--- config.mk ---
export PLATFORM = sky130hd
export DESIGN_NAME = csr_file_m
export DESIGN_NICKNAME = d
export VERILOG_FILES = /design/src/rtl/csr_pkg.sv /design/src/rtl/csr_file_m_counter64.sv /design/src/rtl/csr_file_m.sv
export SDC_FILE = /design/constraint.sdc
export NUM_CORES = 1
export LEC_CHECK = 0
export CAP_MARGIN = 20
export CORE_UTILIZATION = 40
export DETAILED_ROUTE_END_ITERATION = 16
export SLEW_MARGIN = 20
export SYNTH_ARGS = -nofsm -noshare
export SYNTH_HDL_FRONTEND = slang
export SYNTH_SLANG_ARGS = --single-unit
--- constraint.sdc ---
create_clock -name clk -period 10 [get_ports clk]
set_input_delay 1 -clock clk [delete_from_list [all_inputs] [get_ports clk]]
set_output_delay 1 -clock clk [all_outputs]
set_load 0.01 [all_outputs]
--- src/rtl/csr_pkg.sv ---
// Shared constants for the machine-mode CSR file: addresses, funct3 encodings,
// interrupt codes, register bit positions and the write-combining helper.
package csr_pkg;

  localparam logic [11:0] CSR_MSTATUS   = 12'h300;
  localparam logic [11:0] CSR_MIE       = 12'h304;
  localparam logic [11:0] CSR_MTVEC     = 12'h305;
  localparam logic [11:0] CSR_MSCRATCH  = 12'h340;
  localparam logic [11:0] CSR_MEPC      = 12'h341;
  localparam logic [11:0] CSR_MCAUSE    = 12'h342;
  localparam logic [11:0] CSR_MTVAL     = 12'h343;
  localparam logic [11:0] CSR_MIP       = 12'h344;
  localparam logic [11:0] CSR_MCYCLE    = 12'hB00;
  localparam logic [11:0] CSR_MINSTRET  = 12'hB02;
  localparam logic [11:0] CSR_MCYCLEH   = 12'hB80;
  localparam logic [11:0] CSR_MINSTRETH = 12'hB82;
  localparam logic [11:0] CSR_MHARTID   = 12'hF14;

  localparam logic [2:0] CSR_OP_RW  = 3'b001;
  localparam logic [2:0] CSR_OP_RS  = 3'b010;
  localparam logic [2:0] CSR_OP_RC  = 3'b011;
  localparam logic [2:0] CSR_OP_RWI = 3'b101;
  localparam logic [2:0] CSR_OP_RSI = 3'b110;
  localparam logic [2:0] CSR_OP_RCI = 3'b111;

  // funct3[1:0] selects the operation; bit 2 only distinguishes the immediate form
  typedef enum logic [1:0] {
    KIND_NONE = 2'b00,
    KIND_RW   = 2'b01,
    KIND_RS   = 2'b10,
    KIND_RC   = 2'b11
  } csr_kind_e;

  localparam logic [3:0] IRQ_CODE_MSI = 4'd3;
  localparam logic [3:0] IRQ_CODE_MTI = 4'd7;
  localparam logic [3:0] IRQ_CODE_MEI = 4'd11;

  localparam int MSTATUS_MIE_BIT  = 3;
  localparam int MSTATUS_MPIE_BIT = 7;
  localparam int MSTATUS_MPP_LO   = 11;
  localparam int MSTATUS_MPP_HI   = 12;

  localparam int MIE_MSIE_BIT = 3;
  localparam int MIE_MTIE_BIT = 7;
  localparam int MIE_MEIE_BIT = 11;

  localparam logic [1:0] MTVEC_MODE_DIRECT   = 2'b00;
  localparam logic [1:0] MTVEC_MODE_VECTORED = 2'b01;

  function automatic logic [63:0] csr_apply(input csr_kind_e kind,
                                            input logic [63:0] old_val,
                                            input logic [63:0] wdata);
    logic [63:0] res;
    case (kind)
      KIND_RW: res = wdata;
      KIND_RS: res = old_val | wdata;
      KIND_RC: res = old_val & ~wdata;
      default: res = old_val;
    endcase
    return res;
  endfunction

endpackage

--- src/rtl/csr_file_m_counter64.sv ---
// 64-bit free-running counter with independent half writes; any write
// suppresses the increment for that cycle so the written value is held.
module csr_counter64 (
  input  logic        clk,
  input  logic        rst,
  input  logic        inc,
  input  logic        wr_lo,
  input  logic        wr_hi,
  input  logic [63:0] wdata,
  output logic [63:0] count
);

  always_ff @(posedge clk or posedge rst) begin
    if (rst) begin
      count <= '0;
    end else if (wr_lo || wr_hi) begin
      if (wr_lo) count[31:0]  <= wdata[31:0];
      if (wr_hi) count[63:32] <= wdata[63:32];
    end else if (inc) begin
      count <= count + 64'd1;
    end
  end

endmodule

--- src/rtl/csr_file_m.sv ---
// Machine-mode CSR file: CSR read/modify/write, trap entry and MRET,
// 64-bit cycle/instret counters and interrupt pending/cause generation.
module csr_file_m
  import csr_pkg::*;
#(
  parameter int              XLEN        = 32,
  parameter logic [XLEN-1:0] MTVEC_RESET = '0,
  parameter bit              VECTORED_EN = 1'b1,
  parameter int              HART_ID     = 0
) (
  input  logic            clk,
  input  logic            rst,
  input  logic            csr_valid,
  input  logic [11:0]     csr_addr,
  input  logic [2:0]      csr_op,
  input  logic [XLEN-1:0] csr_wdata,
  input  logic            csr_src_zero,
  output logic [XLEN-1:0] csr_rdata,
  output logic            csr_rdata_valid,
  output logic            csr_illegal,
  input  logic            instret_inc,
  input  logic            trap_valid,
  input  logic [XLEN-1:0] trap_cause,
  input  logic [XLEN-1:0] trap_pc,
  input  logic [XLEN-1:0] trap_val,
  input  logic            mret_valid,
  output logic [XLEN-1:0] trap_target,
  output logic [XLEN-1:0] epc_out,
  input  logic            irq_ext,
  input  logic            irq_timer,
  input  logic            irq_sw,
  output logic            irq_pending,
  output logic [XLEN-1:0] irq_cause
);

  logic            mstatus_mie, mstatus_mpie;
  logic            mie_meie, mie_mtie, mie_msie;
  logic [XLEN-1:0] mtvec, mscratch, mepc, mcause, mtval;
  logic [63:0]     mcycle, minstret;

  logic [XLEN-1:0] mstatus_rd, mie_rd, mip_rd;
  logic [XLEN-1:0] old_val;
  logic            addr_ok;
  csr_kind_e       kind;
  logic            op_ok, wr_req, illegal, csr_we;
  logic [63:0]     wval64;
  logic [XLEN-1:0] wval;

  always_comb begin
    mstatus_rd = '0;
    mstatus_rd[MSTATUS_MIE_BIT]  = mstatus_mie;
    mstatus_rd[MSTATUS_MPIE_BIT] = mstatus_mpie;
    mstatus_rd[MSTATUS_MPP_HI:MSTATUS_MPP_LO] = 2'b11;

    mie_rd = '0;
    mie_rd[MIE_MEIE_BIT] = mie_meie;
    mie_rd[MIE_MTIE_BIT] = mie_mtie;
    mie_rd[MIE_MSIE_BIT] = mie_msie;

    mip_rd = '0;
    mip_rd[MIE_MEIE_BIT] = irq_ext;
    mip_rd[MIE_MTIE_BIT] = irq_timer;
    mip_rd[MIE_MSIE_BIT] = irq_sw;
  end

  always_comb begin
    old_val = '0;
    addr_ok = 1'b1;
    case (csr_addr)
      CSR_MSTATUS:   old_val = mstatus_rd;
      CSR_MIE:       old_val = mie_rd;
      CSR_MTVEC:     old_val = mtvec;
      CSR_MSCRATCH:  old_val = mscratch;
      CSR_MEPC:      old_val = mepc;
      CSR_MCAUSE:    old_val = mcause;
      CSR_MTVAL:     old_val = mtval;
      CSR_MIP:       old_val = mip_rd;
      CSR_MCYCLE:    old_val = mcycle[XLEN-1:0];
      CSR_MINSTRET:  old_val = minstret[XLEN-1:0];
      CSR_MCYCLEH: begin
        old_val = XLEN'(mcycle[63:32]);
        addr_ok = (XLEN == 32);
      end
      CSR_MINSTRETH: begin
        old_val = XLEN'(minstret[63:32]);
        addr_ok = (XLEN == 32);
      end
      CSR_MHARTID:   old_val = XLEN'(HART_ID);
      default:       addr_ok = 1'b0;
    endcase
  end

  // Set/clear forms with a zero source are pure reads, so they never write
  // and never trip the read-only check.
  always_comb begin
    kind    = csr_kind_e'(csr_op[1:0]);
    op_ok   = (kind != KIND_NONE);
    wr_req  = op_ok && ((kind == KIND_RW) || !csr_src_zero);
    illegal = !op_ok || !addr_ok || (wr_req && (csr_addr[11:10] == 2'b11));
    csr_we  = csr_valid && wr_req && !illegal && !trap_valid && !mret_valid;
    wval64  = csr_apply(kind, 64'(old_val), 64'(csr_wdata));
    wval    = wval64[XLEN-1:0];
  end

  always_ff @(posedge clk or posedge rst) begin
    if (rst) begin
      mstatus_mie  <= 1'b0;
      mstatus_mpie <= 1'b0;
      mie_meie     <= 1'b0;
      mie_mtie     <= 1'b0;
      mie_msie     <= 1'b0;
      mtvec        <= MTVEC_RESET;
      mscratch     <= '0;
      mepc         <= '0;
      mcause       <= '0;
      mtval        <= '0;
    end else if (trap_valid) begin
      mepc         <= {trap_pc[XLEN-1:2], 2'b00};
      mcause       <= trap_cause;
      mtval        <= trap_val;
      mstatus_mpie <= mstatus_mie;
      mstatus_mie  <= 1'b0;
    end else if (mret_valid) begin
      mstatus_mie  <= mstatus_mpie;
      mstatus_mpie <= 1'b1;
    end else if (csr_we) begin
      case (csr_addr)
        CSR_MSTATUS: begin
          mstatus_mie  <= wval[MSTATUS_MIE_BIT];
          mstatus_mpie <= wval[MSTATUS_MPIE_BIT];
        end
        CSR_MIE: begin
          mie_meie <= wval[MIE_MEIE_BIT];
          mie_mtie <= wval[MIE_MTIE_BIT];
          mie_msie <= wval[MIE_MSIE_BIT];
        end
        CSR_MTVEC: begin
          mtvec[XLEN-1:2] <= wval[XLEN-1:2];
          mtvec[1:0] <= (VECTORED_EN && (wval[1:0] == MTVEC_MODE_VECTORED)) ?
                        MTVEC_MODE_VECTORED : MTVEC_MODE_DIRECT;
        end
        CSR_MSCRATCH: mscratch <= wval;
        CSR_MEPC:     mepc     <= {wval[XLEN-1:2], 2'b00};
        CSR_MCAUSE:   mcause   <= wval;
        CSR_MTVAL:    mtval    <= wval;
        default: ;
      endcase
    end
  end

  always_ff @(posedge clk or posedge rst) begin
    if (rst) begin
      csr_rdata       <= '0;
      csr_rdata_valid <= 1'b0;
      csr_illegal     <= 1'b0;
    end else begin
      csr_rdata_valid <= csr_valid;
      csr_illegal     <= csr_valid && illegal;
      if (csr_valid) csr_rdata <= illegal ? '0 : old_val;
    end
  end

  // High-half addresses carry the XLEN=32 write data in the upper word.
  logic        hi_addr;
  logic [63:0] cnt_wdata;
  logic        cyc_wr_lo, cyc_wr_hi, ins_wr_lo, ins_wr_hi;

  always_comb begin
    hi_addr   = (csr_addr == CSR_MCYCLEH) || (csr_addr == CSR_MINSTRETH);
    cnt_wdata = hi_addr ? {wval64[31:0], 32'h0} : wval64;
    cyc_wr_lo = csr_we && (csr_addr == CSR_MCYCLE);
    cyc_wr_hi = csr_we && ((csr_addr == CSR_MCYCLEH) ||
                           ((XLEN == 64) && (csr_addr == CSR_MCYCLE)));
    ins_wr_lo = csr_we && (csr_addr == CSR_MINSTRET);
    ins_wr_hi = csr_we && ((csr_addr == CSR_MINSTRETH) ||
                           ((XLEN == 64) && (csr_addr == CSR_MINSTRET)));
  end

  csr_counter64 u_mcycle (
    .clk   (clk),
    .rst   (rst),
    .inc   (1'b1),
    .wr_lo (cyc_wr_lo),
    .wr_hi (cyc_wr_hi),
    .wdata (cnt_wdata),
    .count (mcycle)
  );

  csr_counter64 u_minstret (
    .clk   (clk),
    .rst   (rst),
    .inc   (instret_inc),
    .wr_lo (ins_wr_lo),
    .wr_hi (ins_wr_hi),
    .wdata (cnt_wdata),
    .count (minstret)
  );

  logic [XLEN-1:0] tvec_base, cause_x4;

  always_comb begin
    tvec_base = {mtvec[XLEN-1:2], 2'b00};
    cause_x4  = XLEN'({trap_cause[XLEN-2:0], 2'b00});
    if ((mtvec[1:0] == MTVEC_MODE_VECTORED) && trap_cause[XLEN-1])
      trap_target = tvec_base + cause_x4;
    else
      trap_target = tvec_base;
    epc_out = mepc;
  end

  logic [2:0] pend;

  // Cause priority is external, then software, then timer.
  always_comb begin
    pend        = {irq_ext & mie_meie, irq_sw & mie_msie, irq_timer & mie_mtie};
    irq_pending = mstatus_mie && (|pend);
    irq_cause   = '0;
    if (irq_pending) begin
      irq_cause[XLEN-1] = 1'b1;
      if (pend[2])      irq_cause[3:0] = IRQ_CODE_MEI;
      else if (pend[1]) irq_cause[3:0] = IRQ_CODE_MSI;
      else              irq_cause[3:0] = IRQ_CODE_MTI;
    end
  end

endmodule

==> flow_summary.toml <==
[cts]
clock_latency_ps = 590
clock_path_buffers = 3
root_buffer = "clkbuf_16"
ctsResizeCount = 0
tritoncts = "built"
post-cts-setup-buffer-count = 0
htreeDepth = 2
cts.sinks = 324
numCtsBuffers = 41
hold_buffers = 0
clkSlewWorstSetupHoldPaths_ps = 60

[timing]
max_slew.worst_pin.slew_ps = 1280
hold_ws_ps = 505
setup_tns_ps = 0
finalSetupViolations = 0
final.min_clock_period_ps = 5960
slew_headroom = 0.149
finalMaxSlewViolations = 0
hold_viol_final = 0
max_clock_freq_mhz = 168
timing.final.crit_share = 0.596
grt_setup_unrepaired = "no"
fin_skew_ps = 30.2

[finish]
syn2layout_area_growth_pct = 20.1
layout_commonest_cell = "dfrtp_1"
drive_above_1_share = 0.0970
layout_common_cells = "dfrtp_1 (324), nand2_1 (284), clkdlybuf4s50_1 (246), a21oi_1 (240), o21ai_0 (225)"
num-nets-final = 2883

[status]
status = "finished clean"

[floorplanning]
core_area_um2 = 53800
die-area_um2 = 55400
die_x_um = 235
die-height_um = 235
num_rows = 85
start_util = 0.405
io_pins = 284

[global_routing]
grt_use_met2 = 0.497
top_usage_layer = "met1"
use_met3 = 0.0978
grt_max_degree = 142
grt_usage = 0.363
grt_pass1_vias = 20800
grt.overflow.total = 0
met1_usage = 0.511
antenna_found_initial = 5
grt_pass1_wl_um = 148000

[hold_path]
whs_path_depth = 1
hold_class = "reg2reg"
min_to = "mscratch[30]$_DFFE_PP0P_"
min-delay-start = "mscratch[30]$_DFFE_PP0P_"

[worst_setup_path]
worstPathMaxFanout = 5
endpoint_kind = "primary output"
path_cells = "clkdlybuf4s50_1 > ha_1 > inv_1 > fa_1 > nor2b_1 > o31a_1 > o21ai_0 > o21ai_0 > a31o_2 > a2111oi_0 > o2111ai_1 > nand3_1 > clkdlybuf4s50_1"
rr_endpoint = "u_minstret.count[63]$_DFFE_PP0P_"
cp_data_arrival_time_ps = 4960
crit_required_ps = 9000
cpMaxStageDelayCell = "a2111oi_0"
critical_path_class = "in2out"
reg2reg_slack_ps = 6540
crit_path_start_kind = "primary input"
cpPeakStageDelay_ps = 590
reg2regPathDepth = 8
r2r-start = "u_minstret.count[15]$_DFFE_PP0P_"

[placement]
io_buffers = 249
place_hpwl_um = 73000
gp_congestion = 1.01

[detailed_routing]
viasPerCell = 6.59
dr.pass1.iters = 8
drc = 0
wl_per_cell_um = 30.0
dr_total_vias = 22600
drt-initial-drc-count = 3150
antenna_left = 0
drt_wl_total_um = 103000

[synthesis]
synth_cell_types = 92
ys_seq_area_frac = 0.372
synth_area_per_cell_um2 = 8.54
synthesis.area_um2 = 21800
synthArstFlopShare = 1.00
yosysWarningCount = 0
ys.flop_type = "dfrtp_1"
netlist_instances = 2549
synth_edf_count = 0
synth_seq_cells = 324

[power]
leakage_uw = 0.0112
power-per-cell-area_nw_per_um2 = 136
ir_drop_mv = 0.118

[job]
maxCapViolCount = 0
[cells in the mapped netlist, drive strengths merged (5+ instances only)]
| master | n | area share |
|---|---|---|
| a211oi | 11 | 0.0038 |
| a21o | 13 | 0.0045 |
| a21oi | 245 | 0.057 |
| a221oi | 10 | 0.0040 |
| a222oi | 41 | 0.019 |
| a22o | 33 | 0.013 |
| a22oi | 66 | 0.026 |
| a2bb2oi | 9 | 0.0056 |
| a31oi | 43 | 0.012 |
| a32oi | 7 | 0.0028 |
| and2 | 28 | 0.0080 |
| and3 | 55 | 0.016 |
| and4 | 14 | 0.0056 |
| buf | 100 | 0.028 |
| clkbuf | 126 | 0.022 |
| dfrtp | 324 | 0.37 |
| ha | 31 | 0.018 |
| inv | 51 | 0.0088 |
| mux2 | 66 | 0.038 |
| mux2i | 104 | 0.048 |
| nand2 | 286 | 0.049 |
| nand2b | 7 | 0.0020 |
| nand3 | 138 | 0.033 |
| nand4 | 39 | 0.012 |
| nor2 | 137 | 0.024 |
| nor2b | 7 | 0.0020 |
| nor3 | 49 | 0.012 |
| nor3b | 12 | 0.0041 |
| nor4 | 24 | 0.011 |
| nor4b | 9 | 0.0043 |
| o211ai | 7 | 0.0024 |
| o21a | 16 | 0.0055 |
| o21ai | 279 | 0.065 |
| o21bai | 5 | 0.0017 |
| o22a | 5 | 0.0020 |
| o22ai | 18 | 0.0052 |
| o31a | 5 | 0.0020 |
| or2 | 6 | 0.0017 |
| or3 | 9 | 0.0026 |
| or4 | 11 | 0.0038 |
| xnor2 | 44 | 0.018 |
| xor2 | 9 | 0.0036 |
[sequential cells by signal, summed over array words and instances (netlist names)]
| register | flops |
|---|---|
| csr_illegal | 1 |
| csr_rdata | 32 |
| csr_rdata_valid | 1 |
| epc_out | 30 |
| mcause | 32 |
| mie_meie | 1 |
| mie_msie | 1 |
| mie_mtie | 1 |
| mscratch | 32 |
| mstatus_mie | 1 |
| mstatus_mpie | 1 |
| mtval | 32 |
| mtvec | 31 |
| u_mcycle.count | 64 |
| u_minstret.count | 64 |
[worst max-delay path, delay by kind of cell]
| family | cells | cell delay (ps) |
|---|---|---|
| AO/OA/AOI/OAI | 6 | 2250 |
| adder cells (fa/ha/maj) | 2 | 440 |
| buffers and inverters | 3 | 1050 |
| AND/OR/NAND/NOR | 2 | 210 |
[power by group]
part	total [µW]	internal (µW)	switching, µW	leakage [µW]
sequential	1480	1380	99.1	0.00399
combinational	480	177	303	0.00655
clock	1590	949	641	0.000700
total	3550	2510	1040	0.0112
[per-stage QoR]
stage	power, µW	area, µm²	instances	worst slack, ps	utilization
global route	3640	26100	3427	3890	0.486
detailed placement	1960	24700	3351	4130	0.459
CTS	3540	26100	3427	4090	0.486
finish	3550	26100	3429	4040	0.486
global placement	1950	24600	3350	4060	0.458
floorplan	1700	21900	2579	30.3	-
[area by class of cell]
| class | instances | area (µm²) |
|---|---|---|
| fill | 5132 | 27700 |
| multi-input combinational | 1978 | 12600 |
| sequential | 324 | 8110 |
| timing repair buffer | 302 | 2900 |
| clock buffer | 54 | 1200 |
| tap | 696 | 871 |
| clock inverter | 22 | 230 |
| inverter | 51 | 199 |
| antenna | 2 | 5.00 |
[metal layers]
metal  vias to the layer above  share of wire
met5                         -        0.00012
met4                         2          0.065
met3                       248           0.12
met2                      1545           0.40
met1                     11100           0.41
li1                       9719              -
[logic make-up after synthesis]
logic type / synth area share
buffers and inverters: 0.0589
XOR/XNOR: 0.0213
AO/OA/AOI/OAI: 0.246
flip-flops: 0.372
multiplexers: 0.0854
adder cells (fa/ha/maj): 0.0187
AND/OR/NAND/NOR: 0.197
other: 0.000172
[worst max-delay path by stage]
| stage | endpoint | start |
|---|---|---|
| after floorplan | csr_illegal$_DFF_PP0_ | rst |
| after global placement | trap_target[28] | trap_cause[0] |
| after detailed placement | trap_target[28] | trap_cause[0] |
| after CTS | trap_target[28] | trap_cause[0] |
| after global routing | trap_target[28] | trap_cause[0] |
| final | trap_target[28] | trap_cause[0] |
Power figures use the tool's default switching activity.
